**src/rtl/bank_reader_pkg.sv**
```systemverilog
// Shared definitions for the matrix-multiplier operand bank read path.
package bank_reader_pkg;

  typedef enum logic [1:0] {
    S_IDLE,
    S_READ,
    S_DRAIN
  } state_t;

  localparam int RD_BUF_DEPTH   = 3;
  localparam int DEF_DATA_WIDTH = 8;
  localparam int DEF_BANK_WIDTH = 64;

endpackage

```
**src/rtl/bank_reader_if.sv**
```systemverilog
// Valid/ready word stream from the bank reader to the MAC datapath.
interface bank_reader_if
  import bank_reader_pkg::*;
#(
  parameter int data_width = DEF_DATA_WIDTH
);
  logic [data_width-1:0] m_data;
  logic                  m_valid;
  logic                  m_ready;
  logic                  m_last;

  modport master (output m_data, output m_valid, output m_last, input m_ready);
  modport slave  (input m_data, input m_valid, input m_last, output m_ready);
endinterface

```
**src/rtl/bank_reader_skid_fifo.sv**
```systemverilog
// Small circular-pointer FIFO; the head entry is presented directly on pop_data.
module skid_fifo
  import bank_reader_pkg::*;
#(
  parameter int data_width = DEF_DATA_WIDTH,
  parameter int depth      = RD_BUF_DEPTH
) (
  input  logic                         clk,
  input  logic                         reset,
  input  logic                         push,
  input  logic [data_width-1:0]        push_data,
  input  logic                         pop,
  output logic [data_width-1:0]        pop_data,
  output logic [$clog2(depth+1)-1:0]   occ
);
  localparam int PW = (depth > 1) ? $clog2(depth) : 1;
  localparam int OW = $clog2(depth + 1);

  logic [data_width-1:0] mem [depth];
  logic [PW-1:0]         head;
  logic [PW-1:0]         tail;

  function automatic logic [PW-1:0] ptr_next(input logic [PW-1:0] p);
    return (p == PW'(depth - 1)) ? '0 : p + PW'(1);
  endfunction

  always_ff @(posedge clk) begin
    if (push) mem[tail] <= push_data;
  end

  always_ff @(posedge clk or negedge reset) begin
    if (!reset) begin
      head <= '0;
      tail <= '0;
      occ  <= '0;
    end else begin
      if (push) tail <= ptr_next(tail);
      if (pop)  head <= ptr_next(head);
      case ({push, pop})
        2'b10:   occ <= occ + OW'(1);
        2'b01:   occ <= occ - OW'(1);
        default: occ <= occ;
      endcase
    end
  end

  // Masked when empty so stale entries never leak out after reset.
  assign pop_data = (occ != '0) ? mem[head] : '0;

endmodule

```
**src/rtl/bank_reader.sv**
```systemverilog
// Drains one operand bank per start pulse and streams the words over valid/ready.
module bank_reader
  import bank_reader_pkg::*;
#(
  parameter int data_width = DEF_DATA_WIDTH,
  parameter int bank_width = DEF_BANK_WIDTH
) (
  input  logic                  clk,
  input  logic                  reset,
  input  logic                  start,
  output logic                  rd_en,
  input  logic [data_width-1:0] rd_data,
  output logic                  busy,
  output logic                  done,
  bank_reader_if.master         m
);
  localparam int CW = $clog2(bank_width + 1);
  localparam int OW = $clog2(RD_BUF_DEPTH + 1);
  localparam int IW = OW + 1;
  localparam logic [CW-1:0] BW    = CW'(bank_width);
  localparam logic [CW-1:0] BW_M1 = CW'(bank_width - 1);

  state_t                state;
  logic [CW-1:0]         issued;
  logic [CW-1:0]         sent;
  logic                  pend;
  logic [OW-1:0]         occ;
  logic [IW-1:0]         inflight;
  logic [data_width-1:0] head_data;
  logic                  xfer;

  // Buffer slots already claimed: stored words plus the one arriving next edge.
  assign inflight  = {1'b0, occ} + IW'(pend);
  assign rd_en     = (state == S_READ) && (issued < BW) && (inflight < IW'(RD_BUF_DEPTH));
  assign m.m_valid = (occ != '0);
  assign m.m_data  = head_data;
  assign m.m_last  = m.m_valid && (sent == BW_M1);
  assign xfer      = m.m_valid && m.m_ready;
  assign busy      = (state != S_IDLE);

  skid_fifo #(
    .data_width (data_width),
    .depth      (RD_BUF_DEPTH)
  ) u_fifo (
    .clk       (clk),
    .reset     (reset),
    .push      (pend),
    .push_data (rd_data),
    .pop       (xfer),
    .pop_data  (head_data),
    .occ       (occ)
  );

  always_ff @(posedge clk or negedge reset) begin
    if (!reset) begin
      state  <= S_IDLE;
      issued <= '0;
      sent   <= '0;
      pend   <= 1'b0;
      done   <= 1'b0;
    end else begin
      pend <= rd_en;
      done <= 1'b0;
      if (rd_en) issued <= issued + CW'(1);
      if (xfer)  sent   <= sent + CW'(1);
      case (state)
        S_IDLE: begin
          if (start) begin
            state  <= S_READ;
            issued <= '0;
            sent   <= '0;
          end
        end
        S_READ: begin
          if (rd_en && (issued == BW_M1)) state <= S_DRAIN;
        end
        S_DRAIN: begin
          if (xfer && m.m_last) begin
            state <= S_IDLE;
            done  <= 1'b1;
          end
        end
        default: state <= S_IDLE;
      endcase
    end
  end

endmodule

```
**src/flat_wrapper.sv**
```systemverilog
// flat-port wrapper written by rule: the top's interface ports become plain ports
module bank_reader_flat import bank_reader_pkg::*;
#(
  parameter int data_width = DEF_DATA_WIDTH,
  parameter int bank_width = DEF_BANK_WIDTH
)
  (clk, reset, start, rd_en, rd_data, busy, done, m_m_data, m_m_valid, m_m_last, m_m_ready);
  bank_reader_if #(.data_width(data_width)) m_i ();
  input  logic clk;
  input  logic reset;
  input  logic start;
  output logic rd_en;
  input  logic [data_width-1:0] rd_data;
  output logic busy;
  output logic done;
  output wire logic [$bits(m_i.m_data)-1:0] m_m_data;
  output wire logic [$bits(m_i.m_valid)-1:0] m_m_valid;
  output wire logic [$bits(m_i.m_last)-1:0] m_m_last;
  input wire logic [$bits(m_i.m_ready)-1:0] m_m_ready;
  assign m_m_data = m_i.m_data;
  assign m_m_valid = m_i.m_valid;
  assign m_m_last = m_i.m_last;
  assign m_i.m_ready = m_m_ready;
  bank_reader #(.data_width(data_width), .bank_width(bank_width)) u_core (.clk(clk), .reset(reset), .start(start), .rd_en(rd_en), .rd_data(rd_data), .busy(busy), .done(done), .m(m_i));
endmodule
```
**config.mk**
```make
export PLATFORM = sky130hd
export DESIGN_NAME = bank_reader_flat
export DESIGN_NICKNAME = d
export VERILOG_FILES = /design/src/rtl/bank_reader_pkg.sv /design/src/rtl/bank_reader_if.sv /design/src/rtl/bank_reader_skid_fifo.sv /design/src/rtl/bank_reader.sv /design/src/flat_wrapper.sv
export SDC_FILE = /design/constraint.sdc
export NUM_CORES = 1
export LEC_CHECK = 0
export CAP_MARGIN = 5
export CORE_ASPECT_RATIO = 1.2
export CORE_UTILIZATION = 46
export CTS_BUF_LIST = sky130_fd_sc_hd__clkbuf_8
export CTS_CLUSTER_SIZE = 8
export DETAILED_ROUTE_END_ITERATION = 7
export PLACE_DENSITY = 0.68
export SLEW_MARGIN = 20
export SYNTH_ARGS = -nofsm -noshare
export SYNTH_HDL_FRONTEND = slang
export SYNTH_HIERARCHICAL = 1
export SYNTH_SLANG_ARGS = --single-unit
export TNS_END_PERCENT = 20
```
**constraint.sdc**
```tcl
create_clock -name clk -period 2.3 [get_ports clk]
set_input_delay 0.575 -clock clk [delete_from_list [all_inputs] [get_ports clk]]
set_output_delay 0.575 -clock clk [all_outputs]
set_load 0.005 [all_outputs]
```
==> Word-level counts from Yosys, hierarchy flattened <==
Memory sizes are Yosys's and may differ from the RTL's.
Cells that the tools add are included.
{ "word_totals": {"regBits": 24, "mem_bits_rw": 24, "input_bits": 12, "out_inout_bits": 13, "elab_cells": 58, "mem_count": 1} }
{ "memory_table": {"columns": ["memory", "words", "width", "read_ports", "rd_ports_with_merged_regs", "write_ports", "line", "text"], "rows": [
  ["u_core.u_fifo.mem", 3, 8, 1, 0, 1, "bank_reader_skid_fifo.sv:19", "logic [data_width-1:0] mem [depth];"]
]} }
{ "op_classes": {"n_addsub": 7, "n_lt_le_gt_ge": 2, "eq_ne": 11, "n_mux": 18, "n_reduce_logical": 11} }
{ "ops": {"columns": ["operator", "n"], "rows": [
  ["$mux 7", 6],
  ["$add 7x1->7 const B", 2],
  ["$eq 7x6->1 const B", 2],
  ["$mux 2", 5],
  ["$eq 2x2->1 const B", 4],
  ["$mux 8", 1],
  ["$lt 7x7->1 const B", 1],
  ["$add 2x1->2 const B", 3],
  ["$logic_and 1x1->1", 6],
  ["$pmux 2 s3", 1],
  ["$reduce_bool 2->1", 3],
  ["$eq 2x1->1 const B", 2],
  ["$mux 1", 4],
  ["$ne 2x2->1 const B", 2],
  ["$pmux 2 s2", 1],
  ["$add 2x1->3", 1],
  ["$lt 3x2->1 const B", 1],
  ["$reduce_and 3->1", 1],
  ["$logic_not 2->1", 1],
  ["$ne 2x1->1 const B", 1],
  ["$sub 2x1->2 const B", 1]
]} }

==> Longest topological paths before layout <==
Gate-level depths: netlist of run 1.
{ "depth": {"ltp_word": 6, "ltp_mapped": 6, "mapped_depth_nobuf": 6} }

==> Hierarchy <==
Netlist of run 1, hierarchy kept.
{ "modules_own_cells": {"columns": ["module", "instances", "cells_per_inst", "area_each_um2", "seq_area_each_um2"], "rows": [
  ["skid_fifo", 1, 74, 1236.2, 870.8],
  ["bank_reader", 1, 90, 912.1, 450.4]
]} }

==> Worst setup path before layout of run 1 <==
Ideal clock, no wire load.
{ "synth_path": {"path_kind": "register -> output", "start": "reg u_core.u_fifo.occ[0]", "end": "out rd_en", "arrival_time_ns": 1.609, "required_ns": 1.725, "path_slack_ns": 0.116, "path_stages_with_launch": 6, "path_buffers": 1, "cell_sequence": "dfrtp_1 -> ha_1 -> ha_1 -> or4b_4 -> buf_6 -> nor2_1"} }
{ "synth_via": {"elab_chain_cells": 3} }
{ "synth_rtl": {"columns": ["item", "line", "text"], "rows": [
  ["start, declared", "bank_reader_skid_fifo.sv:14", "output logic [$clog2(depth+1)-1:0] occ"],
  ["start signal, assigned", "bank_reader_skid_fifo.sv:40", "2'b10: occ <= occ + OW'(1);"],
  ["start signal, assigned", "bank_reader_skid_fifo.sv:41", "2'b01: occ <= occ - OW'(1);"],
  ["$add 2x1->3", "bank_reader.sv:33", "assign inflight = {1'b0, occ} + IW'(pend);"],
  ["$lt 3x2->1", "bank_reader.sv:34", "assign rd_en = (state == S_READ) && (issued < BW) && (inflight < IW'(RD_BUF_DEPTH));"],
  ["$logic_and 1x1->1", "bank_reader.sv:34", null],
  ["end, declared", "flat_wrapper.sv:12", "output logic rd_en;"]
]} }
No other way between the ends.

==> Final worst setup path of run 1 <==
{ "layout_path": {"start": "reg u_core.pend", "end": "out rd_en"} }
{ "layout_via": {"elab_chain_cells": 3} }
{ "layout_rtl": {"columns": ["item", "line", "text"], "rows": [
  ["start, declared", "bank_reader.sv:26", "logic pend;"],
  ["start signal, assigned", "bank_reader.sv:62", "pend <= rd_en;"],
  ["$add 2x1->3", "bank_reader.sv:33", null],
  ["$lt 3x2->1", "bank_reader.sv:34", null],
  ["$logic_and 1x1->1", "bank_reader.sv:34", null]
]} }
No other way between the ends.

==> results of run 1 <==
where the power goes:
group / leakage [nW] / switching (mW) / internal, mW
combinational: 0.550 / 0.722 / 0.786
clock: 0.0453 / 0.264 / 0.207
sequential: 0.519 / 0.201 / 1.23
total: 1.11 / 1.19 / 2.22
through the flow:
stage | instance area [um^2] | utilization | hold slack [ns] | setup WS [ns] | power (mW)
2_1_floorplan | 2150 | - | 0.279 | 0.116 | 2.35
3_3_place_gp | 2540 | 0.582 | 0.480 | -0.182 | 2.85
3_5_place_dp | 2540 | 0.582 | 0.499 | -0.190 | 2.98
4_1_cts | 2640 | 0.605 | 0.511 | -0.0461 | 3.43
5_1_grt | 2640 | 0.606 | 0.526 | -0.102 | 3.66
6_report | 2640 | 0.606 | 0.513 | -0.0211 | 3.41
worst max path at each step:
stage	startpoint	to	slack, ns	cells past startpoint
6_report	u_core/pend$_DFF_PN0_	rd_en	-0.02	5
5_1_grt	u_core/u_fifo/occ[0]$_DFFE_PN0P_	rd_en	-0.10	5
4_1_cts	u_core/u_fifo/occ[0]$_DFFE_PN0P_	rd_en	-0.05	5
3_5_place_dp	u_core/u_fifo/occ[0]$_DFFE_PN0P_	rd_en	-0.19	5
3_3_place_gp	u_core/pend$_DFF_PN0_	rd_en	-0.18	5
2_1_floorplan	u_core/u_fifo/occ[0]$_DFFE_PN0P_	rd_en	0.12	5
timing repair:
action | in CTS | in global routing
setup endpoints to repair | 10 | 1
pin swaps | 2 | 0
cloned | 0 | 0
gates resized for setup | 18 | 1
setup buffers | 3 | 0
critical path, cell delays in order, from the launching register on:
cell                      delay [ns]
sky130_fd_sc_hd__dfrtp_1        0.40
sky130_fd_sc_hd__ha_2           0.18
sky130_fd_sc_hd__ha_2           0.16
sky130_fd_sc_hd__or4b_4         0.50
sky130_fd_sc_hd__nor2_4         0.09
sky130_fd_sc_hd__buf_2          0.11
placed cells by master, fill, tap and decap left out, types with 3 or more instances in the layout:
cell,instances
sky130_fd_sc_hd__mux2_4,8
sky130_fd_sc_hd__ha_1,3
sky130_fd_sc_hd__nand2_1,5
sky130_fd_sc_hd__clkdlybuf4s50_1,14
sky130_fd_sc_hd__buf_4,18
sky130_fd_sc_hd__a21oi_1,7
sky130_fd_sc_hd__nor2_1,16
sky130_fd_sc_hd__dlygate4sd2_1,9
sky130_fd_sc_hd__clkbuf_8,5
sky130_fd_sc_hd__edfxtp_1,24
sky130_fd_sc_hd__mux2i_1,12
sky130_fd_sc_hd__or3_1,4
sky130_fd_sc_hd__xor2_1,3
sky130_fd_sc_hd__nand2b_1,3
sky130_fd_sc_hd__o21ai_0,5
sky130_fd_sc_hd__inv_1,7
sky130_fd_sc_hd__nor3_1,3
sky130_fd_sc_hd__nand3_1,6
sky130_fd_sc_hd__dfrtp_1,23
sky130_fd_sc_hd__nor4_1,3
final cells by class:
type	count	share of cell area
tap	56	0.0265
sequential	48	0.501
inverter	7	0.00995
clock buffer	5	0.0261
timing repair buffer	42	0.136
clock inverter	3	0.00521
multi-input combinational	105	0.295
flip-flops by register name, summed over array words and instances (netlist names):
register            flops
u_core/u_fifo/tail      2
u_core/state            2
u_core/issued           7
u_core/u_fifo/mem      24
u_core/u_fifo/head      2
u_core/sent             7
u_core/pend             1
u_core/u_fifo/occ       2
u_core/done             1
cells by family after synthesis:
logic type | synth area share
flip-flops | 0.615
XOR/XNOR | 0.0204
AO/OA/AOI/OAI | 0.0699
AND/OR/NAND/NOR | 0.126
buffers and inverters | 0.0280
multiplexers | 0.112
adder cells (fa/ha/maj) | 0.0291
routing by layer:
metal,global-route usage,up-vias,share of wire
li1,-,690,-
met1,0.213,684,0.42
met2,0.314,32,0.52
met3,0.0461,8,0.038
met4,0.0644,0,0.018
met5,0,-,0
==> impl_metrics.prom, run 1 <==
# TYPE chip_impl_metric gauge
chip_impl_info{name="status",value="complete, but fails checks"} 1
chip_impl_info{name="violations",value="setup timing"} 1
chip_impl_metric{name="setup_total_negative_slack",unit="ns"} -0.0211
chip_impl_metric{name="leakagePower",unit="nW"} 1.11
chip_impl_metric{name="synthDistinctLibCells",unit=""} 36
chip_impl_metric{name="ff2ff_path_depth",unit=""} 6
chip_impl_metric{name="die_h",unit="um"} 76.9
chip_impl_metric{name="drv_slew",unit=""} 0
chip_impl_info{name="timing.rr.end",value="u_core/issued[3]$_DFF_PN0_"} 1
chip_impl_metric{name="drtIter0Drc",unit=""} 48
chip_impl_metric{name="first_pass_grt_wire_length",unit="um"} 6670
chip_impl_metric{name="place_inst",unit=""} 255
chip_impl_info{name="clockRootBuffer",value="sky130_fd_sc_hd__clkbuf_8"} 1
chip_impl_metric{name="route.detailed.vias_per_inst",unit=""} 5.32
chip_impl_metric{name="slew_headroom",unit=""} 0.434
chip_impl_metric{name="std_cell_rows",unit=""} 26
chip_impl_metric{name="period_minus_slack",unit="ns"} 2.32
chip_impl_metric{name="setup_ws",unit="ns"} -0.0211
chip_impl_metric{name="multi_input_comb_area",unit="um^2"} 779
chip_impl_metric{name="hold_depth",unit=""} 1
chip_impl_metric{name="start_util",unit=""} 0.493
chip_impl_metric{name="numClockSinks",unit=""} 48
chip_impl_info{name="rsz0062_at_grt",value="true"} 1
chip_impl_info{name="synthFlopType",value="sky130_fd_sc_hd__edfxtp_1"} 1
chip_impl_metric{name="wirelength",unit="um"} 3990
chip_impl_info{name="min_from",value="u_core/issued[2]$_DFF_PN0_"} 1
chip_impl_metric{name="clkTransAtPathRegs",unit="ns"} 0.08
chip_impl_metric{name="synth-edff-count",unit=""} 24
chip_impl_metric{name="worstPathMaxFanout",unit=""} 2
chip_impl_metric{name="core",unit="mm^2"} 0.00436
chip_impl_metric{name="setup_viol",unit=""} 1
chip_impl_metric{name="vias_in_the_first_global_route",unit=""} 1449
chip_impl_metric{name="final_nets",unit=""} 226
chip_impl_metric{name="gpl.final_weighted_congestion",unit=""} 0.718
chip_impl_metric{name="timing.final.crit_share",unit=""} 1.01
chip_impl_info{name="worst_setup_path_start_kind",value="flop"} 1
chip_impl_metric{name="dr.pass1.iters",unit=""} 4
chip_impl_metric{name="place.port_buffers",unit=""} 24
chip_impl_metric{name="vias",unit=""} 1414
chip_impl_metric{name="groute.usage.overall",unit=""} 0.181
chip_impl_info{name="min_path_type",value="flop to flop"} 1
chip_impl_metric{name="ant_nets",unit=""} 0
chip_impl_metric{name="place_hpwl",unit="um"} 2880
chip_impl_metric{name="power-per-cell-area",unit="mW/mm^2"} 1290
chip_impl_metric{name="maxCapViolations",unit=""} 0
chip_impl_metric{name="clock_insertion_delay_worst_skew",unit="ns"} 0.30
chip_impl_metric{name="die_area",unit="mm^2"} 0.00495
chip_impl_metric{name="synth_area",unit="mm^2"} 0.00215
chip_impl_metric{name="timing.critical_path.arrival",unit="ns"} 1.75
chip_impl_metric{name="syn-num-nets",unit=""} 181
chip_impl_metric{name="cts_buffers",unit=""} 5
chip_impl_metric{name="synth_cells",unit=""} 164
chip_impl_info{name="critPathCaptureType",value="output pin"} 1
chip_impl_metric{name="n_fill_cell",unit=""} 371
chip_impl_metric{name="remaining_drc_errors",unit=""} 0
chip_impl_info{name="timing.hold.worst_endpoint",value="u_core/issued[2]$_DFF_PN0_"} 1
chip_impl_metric{name="cp_data_required_time",unit="ns"} 1.73
chip_impl_metric{name="ys_seq_area_frac",unit=""} 0.615
chip_impl_metric{name="gr-total-overflow",unit=""} 0
chip_impl_metric{name="hold_violations",unit=""} 0
chip_impl_metric{name="ir_drop",unit="V"} 0.000864
chip_impl_metric{name="ff2ff_setup_slack",unit="ns"} 0.14
chip_impl_metric{name="ys_ff_latch",unit=""} 48
chip_impl_info{name="cts_tree",value="yes"} 1
chip_impl_metric{name="synthesis.yosys.warnings",unit=""} 6
chip_impl_metric{name="grt_antenna_before_repair",unit=""} 0
chip_impl_metric{name="htreeDepth",unit=""} 2
chip_impl_info{name="synth_top_cells_by_count",value="sky130_fd_sc_hd__dfrtp_1, sky130_fd_sc_hd__edfxtp_1, sky130_fd_sc_hd__nor2_1"} 1
chip_impl_info{name="worst-setup-path-type",value="flop to output pin"} 1
chip_impl_info{name="r2r_start",value="u_core/pend$_DFF_PN0_"} 1
chip_impl_metric{name="layout.cells.non_filler",unit=""} 266
chip_impl_metric{name="grt_start_max_net_pins",unit=""} 25
chip_impl_metric{name="drive_above_1_share",unit=""} 0.205
chip_impl_metric{name="area_growth_syn_to_layout",unit="%"} 22.9
chip_impl_metric{name="clk_path_buf_depth",unit=""} 2
chip_impl_metric{name="slew_at_the_pin_closest_to_its_max_slew_limit",unit="ns"} 0.847
chip_impl_metric{name="antennaDiodeCount",unit=""} 0
chip_impl_metric{name="ff_latch_area",unit="mm^2"} 0.00132
chip_impl_metric{name="synthDominantCellAreaShare",unit=""} 0.335
chip_impl_metric{name="syn_area_per_cell",unit="um^2"} 13.1
chip_impl_metric{name="max_freq",unit="MHz"} 431
chip_impl_metric{name="worst_case_clock_skew",unit="ns"} 0.00302
chip_impl_metric{name="synth_async_sr_flop_share",unit=""} 0.500
chip_impl_metric{name="ctsHoldBuffers",unit=""} 0
chip_impl_metric{name="post_drt_wl_per_cell",unit="um"} 15.0
chip_impl_info{name="post-synth-top-area-cell",value="sky130_fd_sc_hd__edfxtp_1"} 1
chip_impl_metric{name="ioPinCount",unit=""} 25
chip_impl_info{name="yosys-top-cells-area",value="sky130_fd_sc_hd__edfxtp_1, sky130_fd_sc_hd__dfrtp_1, sky130_fd_sc_hd__mux2i_1"} 1
chip_impl_metric{name="floorplan.die.width",unit="um"} 64.4
Power figures use the tool's default switching activity.
==> run 2: changes to the inputs <==
--- a/config.mk
+++ b/config.mk
@@ -6,12 +6,14 @@
 export NUM_CORES = 1
 export LEC_CHECK = 0
 export CAP_MARGIN = 5
+export CELL_PAD_IN_SITES_DETAIL_PLACEMENT = 1
+export CELL_PAD_IN_SITES_GLOBAL_PLACEMENT = 1
 export CORE_ASPECT_RATIO = 1.2
 export CORE_UTILIZATION = 46
 export CTS_BUF_LIST = sky130_fd_sc_hd__clkbuf_8
 export CTS_CLUSTER_SIZE = 8
 export DETAILED_ROUTE_END_ITERATION = 7
-export PLACE_DENSITY = 0.68
+export PLACE_DENSITY = 0.83
 export SLEW_MARGIN = 20
 export SYNTH_ARGS = -nofsm -noshare
 export SYNTH_HDL_FRONTEND = slang
==> run 2 against run 1 <==
  * The flow still finishes with violations (setup timing)
  * Via count increased by 0.92%
  * Clock skew grew 0.0014 ns
  * Die area is the same
  * Critical path type unchanged
  * Combinational power up 5%
  * Wire length rose by 8.5%
==> impl_metrics.prom, run 2 (synthesized netlist as in run 1, its figures left out) <==
# TYPE chip_impl_metric gauge
chip_impl_metric{name="die_area",unit="mm^2"} 0.00495
chip_impl_metric{name="netSwitchingPower",unit="mW"} 1.25
chip_impl_metric{name="power",unit="mW"} 3.63
chip_impl_metric{name="power-per-cell-area",unit="mW/mm^2"} 1360
chip_impl_metric{name="ioPinCount",unit=""} 25
chip_impl_metric{name="remaining_drc_errors",unit=""} 0
chip_impl_metric{name="drive_above_1_share",unit=""} 0.211
chip_impl_info{name="largest_registers",value="u_core/u_fifo/mem: 24 flops, u_core/issued: 7 flops, u_core/sent: 7 flops"} 1
chip_impl_metric{name="vias_in_the_first_global_route",unit=""} 1506
chip_impl_metric{name="clock_insertion_delay_worst_skew",unit="ns"} 0.30
chip_impl_metric{name="p_comb_frac",unit=""} 0.437
chip_impl_metric{name="setup_ws",unit="ns"} -0.0286
chip_impl_metric{name="final_nets",unit=""} 225
chip_impl_metric{name="maxCapViolations",unit=""} 0
chip_impl_metric{name="place_hpwl",unit="um"} 3040
chip_impl_metric{name="grt_antenna_before_repair",unit=""} 0
chip_impl_info{name="min_path_type",value="flop to flop"} 1
chip_impl_metric{name="dr.pass1.iters",unit=""} 4
chip_impl_metric{name="hold_violations",unit=""} 0
chip_impl_metric{name="antennaDiodeCount",unit=""} 0
chip_impl_metric{name="clkTransAtPathRegs",unit="ns"} 0.08
chip_impl_metric{name="cts_buffers",unit=""} 5
chip_impl_metric{name="groute.usage.overall",unit=""} 0.196
chip_impl_info{name="clockRootBuffer",value="sky130_fd_sc_hd__clkbuf_8"} 1
chip_impl_metric{name="ctsHoldBuffers",unit=""} 0
chip_impl_metric{name="ant_nets",unit=""} 0
chip_impl_metric{name="htreeDepth",unit=""} 2
chip_impl_metric{name="area_growth_syn_to_layout",unit="%"} 24.6
chip_impl_metric{name="setup_viol",unit=""} 1
chip_impl_metric{name="largest_register_ffs",unit=""} 24
chip_impl_metric{name="timing.critical_path.arrival",unit="ns"} 1.75
chip_impl_info{name="status",value="complete, but fails checks"} 1
chip_impl_metric{name="internal_power",unit="mW"} 2.38
chip_impl_metric{name="power.switching_fraction",unit=""} 0.343
chip_impl_metric{name="std_cell_rows",unit=""} 26
chip_impl_info{name="registers.top_by_ff_count",value="u_core/u_fifo/mem"} 1
chip_impl_metric{name="numClockSinks",unit=""} 48
chip_impl_metric{name="placedInstanceArea",unit="mm^2"} 0.00254
chip_impl_metric{name="place_inst",unit=""} 256
chip_impl_metric{name="final_cell_area",unit="mm^2"} 0.00268
chip_impl_metric{name="floorplan.die.width",unit="um"} 64.4
chip_impl_metric{name="max_freq",unit="MHz"} 429
chip_impl_info{name="critPathCaptureType",value="output pin"} 1
chip_impl_metric{name="place.port_buffers",unit=""} 24
chip_impl_metric{name="gr-total-overflow",unit=""} 0
chip_impl_metric{name="post_drt_wl_per_cell",unit="um"} 16.3
chip_impl_metric{name="clk_path_buf_depth",unit=""} 2
chip_impl_metric{name="vias",unit=""} 1427
chip_impl_metric{name="pre_cts_ws",unit="ns"} -0.233
chip_impl_metric{name="p_seq_frac",unit=""} 0.395
chip_impl_metric{name="wirelength",unit="um"} 4330
chip_impl_metric{name="drv_slew",unit=""} 0
chip_impl_metric{name="period_minus_slack",unit="ns"} 2.33
chip_impl_metric{name="grt_start_max_net_pins",unit=""} 25
chip_impl_metric{name="n_fill_cell",unit=""} 459
chip_impl_info{name="worst-setup-path-type",value="flop to output pin"} 1
chip_impl_metric{name="cp_data_required_time",unit="ns"} 1.73
chip_impl_metric{name="start_util",unit=""} 0.493
chip_impl_metric{name="ff2ff_setup_slack",unit="ns"} 0.16
chip_impl_metric{name="leakagePower",unit="nW"} 1.12
chip_impl_info{name="rsz0062_at_grt",value="true"} 1
chip_impl_metric{name="worstPathMaxFanout",unit=""} 2
chip_impl_metric{name="timing.final.crit_share",unit=""} 1.01
chip_impl_info{name="cts_tree",value="yes"} 1
chip_impl_metric{name="die_h",unit="um"} 76.9
chip_impl_metric{name="slew_at_the_pin_closest_to_its_max_slew_limit",unit="ns"} 0.814
chip_impl_info{name="layout_common_cells",value="sky130_fd_sc_hd__dfrtp_1, sky130_fd_sc_hd__edfxtp_1, sky130_fd_sc_hd__nor2_1, sky130_fd_sc_hd__buf_4, sky130_fd_sc_hd__clkdlybuf4s50_1"} 1
chip_impl_metric{name="slew_headroom",unit=""} 0.455
chip_impl_metric{name="layout.cells.non_filler",unit=""} 265
chip_impl_metric{name="first_pass_grt_wire_length",unit="um"} 7220
chip_impl_metric{name="share_clk_of_total_power",unit=""} 0.168
chip_impl_metric{name="ir_drop",unit="V"} 0.000784
chip_impl_info{name="violations",value="setup timing"} 1
chip_impl_info{name="worst_setup_path_start_kind",value="flop"} 1
chip_impl_metric{name="gpl.final_weighted_congestion",unit=""} 0.794
chip_impl_metric{name="worst_case_clock_skew",unit="ns"} 0.00442
chip_impl_metric{name="setup_total_negative_slack",unit="ns"} -0.0286
chip_impl_metric{name="core",unit="mm^2"} 0.00436
chip_impl_metric{name="route.detailed.vias_per_inst",unit=""} 5.38
chip_impl_metric{name="drtIter0Drc",unit=""} 12
==> run 2: cell types whose count changed in the layout (fill, tap and decap cells not counted), sizes merged <==
cell | previous run | this run
dlygate4sd2 | 9 | 8
inv | 7 | 8
clkdlybuf4s15 | 0 | 1
clkinv | 3 | 0
bufinv | 0 | 1
clkinvlp | 0 | 1
buf | 19 | 18
==> run 2: power groups by stage <==
stage	clock network, mW	registers [mW]	logic, mW
CTS	0.635	1.43	1.58
detailed placement	0	1.45	1.59
global route	0.659	1.47	1.74
global placement	0	1.42	1.49
floorplan	0	1.39	0.964
finish	0.611	1.43	1.59
==> run 2: what timing repair did <==
item                                    in CTS  in global routing
pin swaps                                    2                  1
endpoints found under the hold margin        0                  0
buffers inserted                             1                  0
endpoints found under the setup margin      10                  2
gates resized for setup                     18                  3
==> run 2: critical path: stages (launching register included) <==
cell	delay, ns
sky130_fd_sc_hd__dfrtp_1	0.39
sky130_fd_sc_hd__ha_2	0.18
sky130_fd_sc_hd__ha_2	0.16
sky130_fd_sc_hd__or4b_4	0.50
sky130_fd_sc_hd__nor2_4	0.10
sky130_fd_sc_hd__buf_2	0.11
==> run 2: layout make-up <==
| cell class | count | area, um^2 | share of cell area |
|---|---|---|---|
| clock buffers | 5 | 68.8 | 0.0257 |
| clock inverters | 3 | 46.3 | 0.0173 |
| inverters | 7 | 26.3 | 0.00981 |
| multi-input cells | 105 | 788 | 0.294 |
| flip-flops and latches | 48 | 1320 | 0.493 |
| well taps | 56 | 70.1 | 0.0262 |
| repair buffers | 41 | 357 | 0.133 |
==> run 2: path summary, 6_finish.rpt <==
| check | endpoint | startpoint | cells past startpoint |
|---|---|---|---|
| max in group asynchronous | u_core/issued[3]$_DFF_PN0_ | reset | 2 |
| max | rd_en | u_core/pend$_DFF_PN0_ | 5 |
| min reg2reg | u_core/issued[6]$_DFF_PN0_ | u_core/issued[6]$_DFF_PN0_ | 1 |
| max reg2reg | u_core/issued[3]$_DFF_PN0_ | u_core/pend$_DFF_PN0_ | 6 |
| min | u_core/issued[6]$_DFF_PN0_ | u_core/issued[6]$_DFF_PN0_ | 1 |
| min in group asynchronous | u_core/sent[2]$_DFF_PN0_ | reset | 2 |
==> run 2: metrics by stage <==
| step | utilization | hold WS (ns) |
|---|---|---|
| 6_report | 0.614 | 0.507 |
| 4_1_cts | 0.613 | 0.512 |
| 5_1_grt | 0.614 | 0.558 |
| 3_3_place_gp | 0.584 | 0.489 |
| 2_1_floorplan | - | 0.279 |
| 3_5_place_dp | 0.584 | 0.490 |
==> run 2: metal layers <==
metal | global-route usage | vias to the layer above | routed length [um]
met1 | 0.236 | 696 | 1830
met3 | 0.0283 | 7 | 148
met5 | 0 | - | 0
li1 | - | 693 | -
met4 | 0.0867 | 0 | 80
met2 | 0.343 | 31 | 2260
==> run 3: changes to the inputs <==
--- a/config.mk
+++ b/config.mk
@@ -5,6 +5,7 @@
 export SDC_FILE = /design/constraint.sdc
 export NUM_CORES = 1
 export LEC_CHECK = 0
+export ABC_CLOCK_PERIOD_IN_PS = 2300
 export CAP_MARGIN = 5
 export CELL_PAD_IN_SITES_DETAIL_PLACEMENT = 1
 export CELL_PAD_IN_SITES_GLOBAL_PLACEMENT = 1
@@ -13,7 +14,8 @@
 export CTS_BUF_LIST = sky130_fd_sc_hd__clkbuf_8
 export CTS_CLUSTER_SIZE = 8
 export DETAILED_ROUTE_END_ITERATION = 7
-export PLACE_DENSITY = 0.83
+export PLACE_DENSITY_LB_ADDON = 0.1
+export SKIP_LAST_GASP = 1
 export SLEW_MARGIN = 20
 export SYNTH_ARGS = -nofsm -noshare
 export SYNTH_HDL_FRONTEND = slang
==> run 3 against run 2 <==
  * The flow still finishes with violations (setup timing)
  * Die area unchanged
  * Combinational power about the same
  * Cell count is 0.38% higher
  * Critical path type unchanged
==> impl_metrics.prom, run 3 (synthesized netlist as in run 1, its figures left out) <==
# TYPE chip_impl_metric gauge
chip_impl_metric{name="drv_slew",unit=""} 0
chip_impl_metric{name="setup_viol",unit=""} 8
chip_impl_info{name="critical_path.cell_chain",value="buf_2, mux2_4, mux2i_1, nor2_1, clkdlybuf4s50_1"} 1
chip_impl_info{name="registers.top_by_ff_count",value="u_core/u_fifo/mem"} 1
chip_impl_metric{name="maxCapViolations",unit=""} 0
chip_impl_metric{name="ioPinCount",unit=""} 25
chip_impl_metric{name="drive_above_1_share",unit=""} 0.205
chip_impl_metric{name="place_inst",unit=""} 253
chip_impl_metric{name="place.port_buffers",unit=""} 24
chip_impl_metric{name="gpl.final_weighted_congestion",unit=""} 0.794
chip_impl_metric{name="worstPathMaxFanout",unit=""} 4
chip_impl_metric{name="std_cell_rows",unit=""} 26
chip_impl_metric{name="remaining_drc_errors",unit=""} 0
chip_impl_metric{name="clk_path_buf_depth",unit=""} 2
chip_impl_metric{name="final_nets",unit=""} 226
chip_impl_metric{name="max_freq",unit="MHz"} 422
chip_impl_info{name="layout_commonest_cell",value="sky130_fd_sc_hd__edfxtp_1"} 1
chip_impl_info{name="worst_path_max_delay_cell",value="sky130_fd_sc_hd__clkdlybuf4s50_1"} 1
chip_impl_metric{name="place_hpwl",unit="um"} 3070
chip_impl_info{name="rsz0062_at_grt",value="true"} 1
chip_impl_info{name="critPathCaptureType",value="output pin"} 1
chip_impl_metric{name="first_pass_grt_wire_length",unit="um"} 7250
chip_impl_metric{name="slew_headroom",unit=""} 0.420
chip_impl_metric{name="vias_in_the_first_global_route",unit=""} 1493
chip_impl_metric{name="grt_start_max_net_pins",unit=""} 25
chip_impl_metric{name="timing.critical_path.arrival",unit="ns"} 1.80
chip_impl_metric{name="die_h",unit="um"} 76.9
chip_impl_metric{name="vias",unit=""} 1433
chip_impl_metric{name="cp_data_required_time",unit="ns"} 1.73
chip_impl_metric{name="clkTransAtPathRegs",unit="ns"} 0.08
chip_impl_metric{name="largest_register_ffs",unit=""} 24
chip_impl_metric{name="die_area",unit="mm^2"} 0.00495
chip_impl_metric{name="cp.buffers_inverters",unit=""} 2
chip_impl_metric{name="slowest_delay",unit="ns"} 0.43
chip_impl_metric{name="wirelength",unit="um"} 4240
chip_impl_metric{name="timing.final.crit_share",unit=""} 1.03
chip_impl_metric{name="cts_buffers",unit=""} 5
chip_impl_metric{name="core",unit="mm^2"} 0.00436
chip_impl_metric{name="gr-total-overflow",unit=""} 0
chip_impl_metric{name="drtIter0Drc",unit=""} 11
chip_impl_info{name="status",value="complete, but fails checks"} 1
chip_impl_metric{name="clock_insertion_delay_worst_skew",unit="ns"} 0.30
chip_impl_metric{name="floorplan.die.width",unit="um"} 64.4
chip_impl_metric{name="area_growth_syn_to_layout",unit="%"} 23.3
chip_impl_metric{name="period_minus_slack",unit="ns"} 2.37
chip_impl_metric{name="route.detailed.vias_per_inst",unit=""} 5.39
chip_impl_metric{name="ant_nets",unit=""} 0
chip_impl_metric{name="numClockSinks",unit=""} 48
chip_impl_info{name="cpLargestDelayFamily",value="buffers and inverters"} 1
chip_impl_metric{name="slew_at_the_pin_closest_to_its_max_slew_limit",unit="ns"} 0.867
chip_impl_metric{name="grt_antenna_before_repair",unit=""} 0
chip_impl_metric{name="hold_violations",unit=""} 0
chip_impl_metric{name="leakagePower",unit="nW"} 1.11
chip_impl_metric{name="dr.pass1.iters",unit=""} 4
chip_impl_metric{name="placedInstanceArea",unit="mm^2"} 0.00252
chip_impl_info{name="largest_registers",value="u_core/u_fifo/mem: 24 flops, u_core/issued: 7 flops, u_core/sent: 7 flops"} 1
chip_impl_metric{name="setup_ws",unit="ns"} -0.0713
chip_impl_info{name="layout_common_cells",value="sky130_fd_sc_hd__edfxtp_1, sky130_fd_sc_hd__dfrtp_1, sky130_fd_sc_hd__clkdlybuf4s50_1"} 1
chip_impl_info{name="clockRootBuffer",value="sky130_fd_sc_hd__clkbuf_8"} 1
chip_impl_metric{name="post_drt_wl_per_cell",unit="um"} 15.9
chip_impl_metric{name="htreeDepth",unit=""} 2
chip_impl_info{name="min_path_type",value="flop to flop"} 1
chip_impl_info{name="worst-setup-path-type",value="flop to output pin"} 1
chip_impl_metric{name="start_util",unit=""} 0.493
chip_impl_metric{name="groute.usage.overall",unit=""} 0.196
chip_impl_metric{name="final_cell_area",unit="mm^2"} 0.00265
chip_impl_metric{name="ir_drop",unit="V"} 0.000599
chip_impl_metric{name="worst_case_clock_skew",unit="ns"} 0.00166
chip_impl_metric{name="layout.cells.non_filler",unit=""} 266
chip_impl_metric{name="power-per-cell-area",unit="mW/mm^2"} 1330
chip_impl_metric{name="antennaDiodeCount",unit=""} 0
chip_impl_info{name="cts_tree",value="yes"} 1
chip_impl_metric{name="setup_total_negative_slack",unit="ns"} -0.476
chip_impl_info{name="violations",value="setup timing"} 1
chip_impl_metric{name="pre_cts_ws",unit="ns"} -0.278
chip_impl_info{name="worst_setup_path_start_kind",value="flop"} 1
==> run 3: layout make-up <==
class	instances	area, um^2
clock buffer	5	68.8
clock inverter	3	13.8
fill	469	1710
inverter	7	26.3
multi-input combinational	105	777
sequential	48	1320
tap	56	70.1
timing repair buffer	42	369
==> run 3: path summary, 6_finish.rpt <==
check	from	endpoint	slack, ns	cells past startpoint
max	u_core/u_fifo/head[0]$_DFFE_PN0P_	m_m_data[1]	-0.07	5
min	u_core/issued[2]$_DFF_PN0_	u_core/issued[2]$_DFF_PN0_	0.52	1
max reg2reg	u_core/pend$_DFF_PN0_	u_core/issued[3]$_DFF_PN0_	0.12	6
min reg2reg	u_core/issued[2]$_DFF_PN0_	u_core/issued[2]$_DFF_PN0_	0.52	1
max in group asynchronous	reset	u_core/u_fifo/head[0]$_DFFE_PN0P_	1.41	2
min in group asynchronous	reset	u_core/sent[1]$_DFF_PN0_	0.63	2
==> run 3: stage by stage <==
stage | hold WS [ns] | power (mW) | utilization
after floorplan | 0.279 | 2.35 | -
after global placement | 0.487 | 2.87 | 0.579
after detailed placement | 0.504 | 3.00 | 0.579
after CTS | 0.516 | 3.56 | 0.607
after global routing | 0.551 | 3.78 | 0.608
final | 0.518 | 3.52 | 0.608
==> run 3: metal layers <==
layer,global-route usage,part of all wire,vias to the layer above
met5,0,0,-
met3,0.0432,0.035,7
met1,0.235,0.43,705
li1,-,-,693
met4,0.0600,0.014,0
met2,0.344,0.53,28
==> run 3: where the power goes <==
part	internal (mW)	switching, mW
clock	0.207	0.270
sequential	1.23	0.205
combinational	0.864	0.743
==> run 3: what timing repair did <==
action | in CTS | in global routing
hold buffers | 0 | 0
buffers inserted | 5 | 0
pin swaps | 2 | 0
endpoints found under the setup margin | 10 | 9
resized for setup | 10 | 1
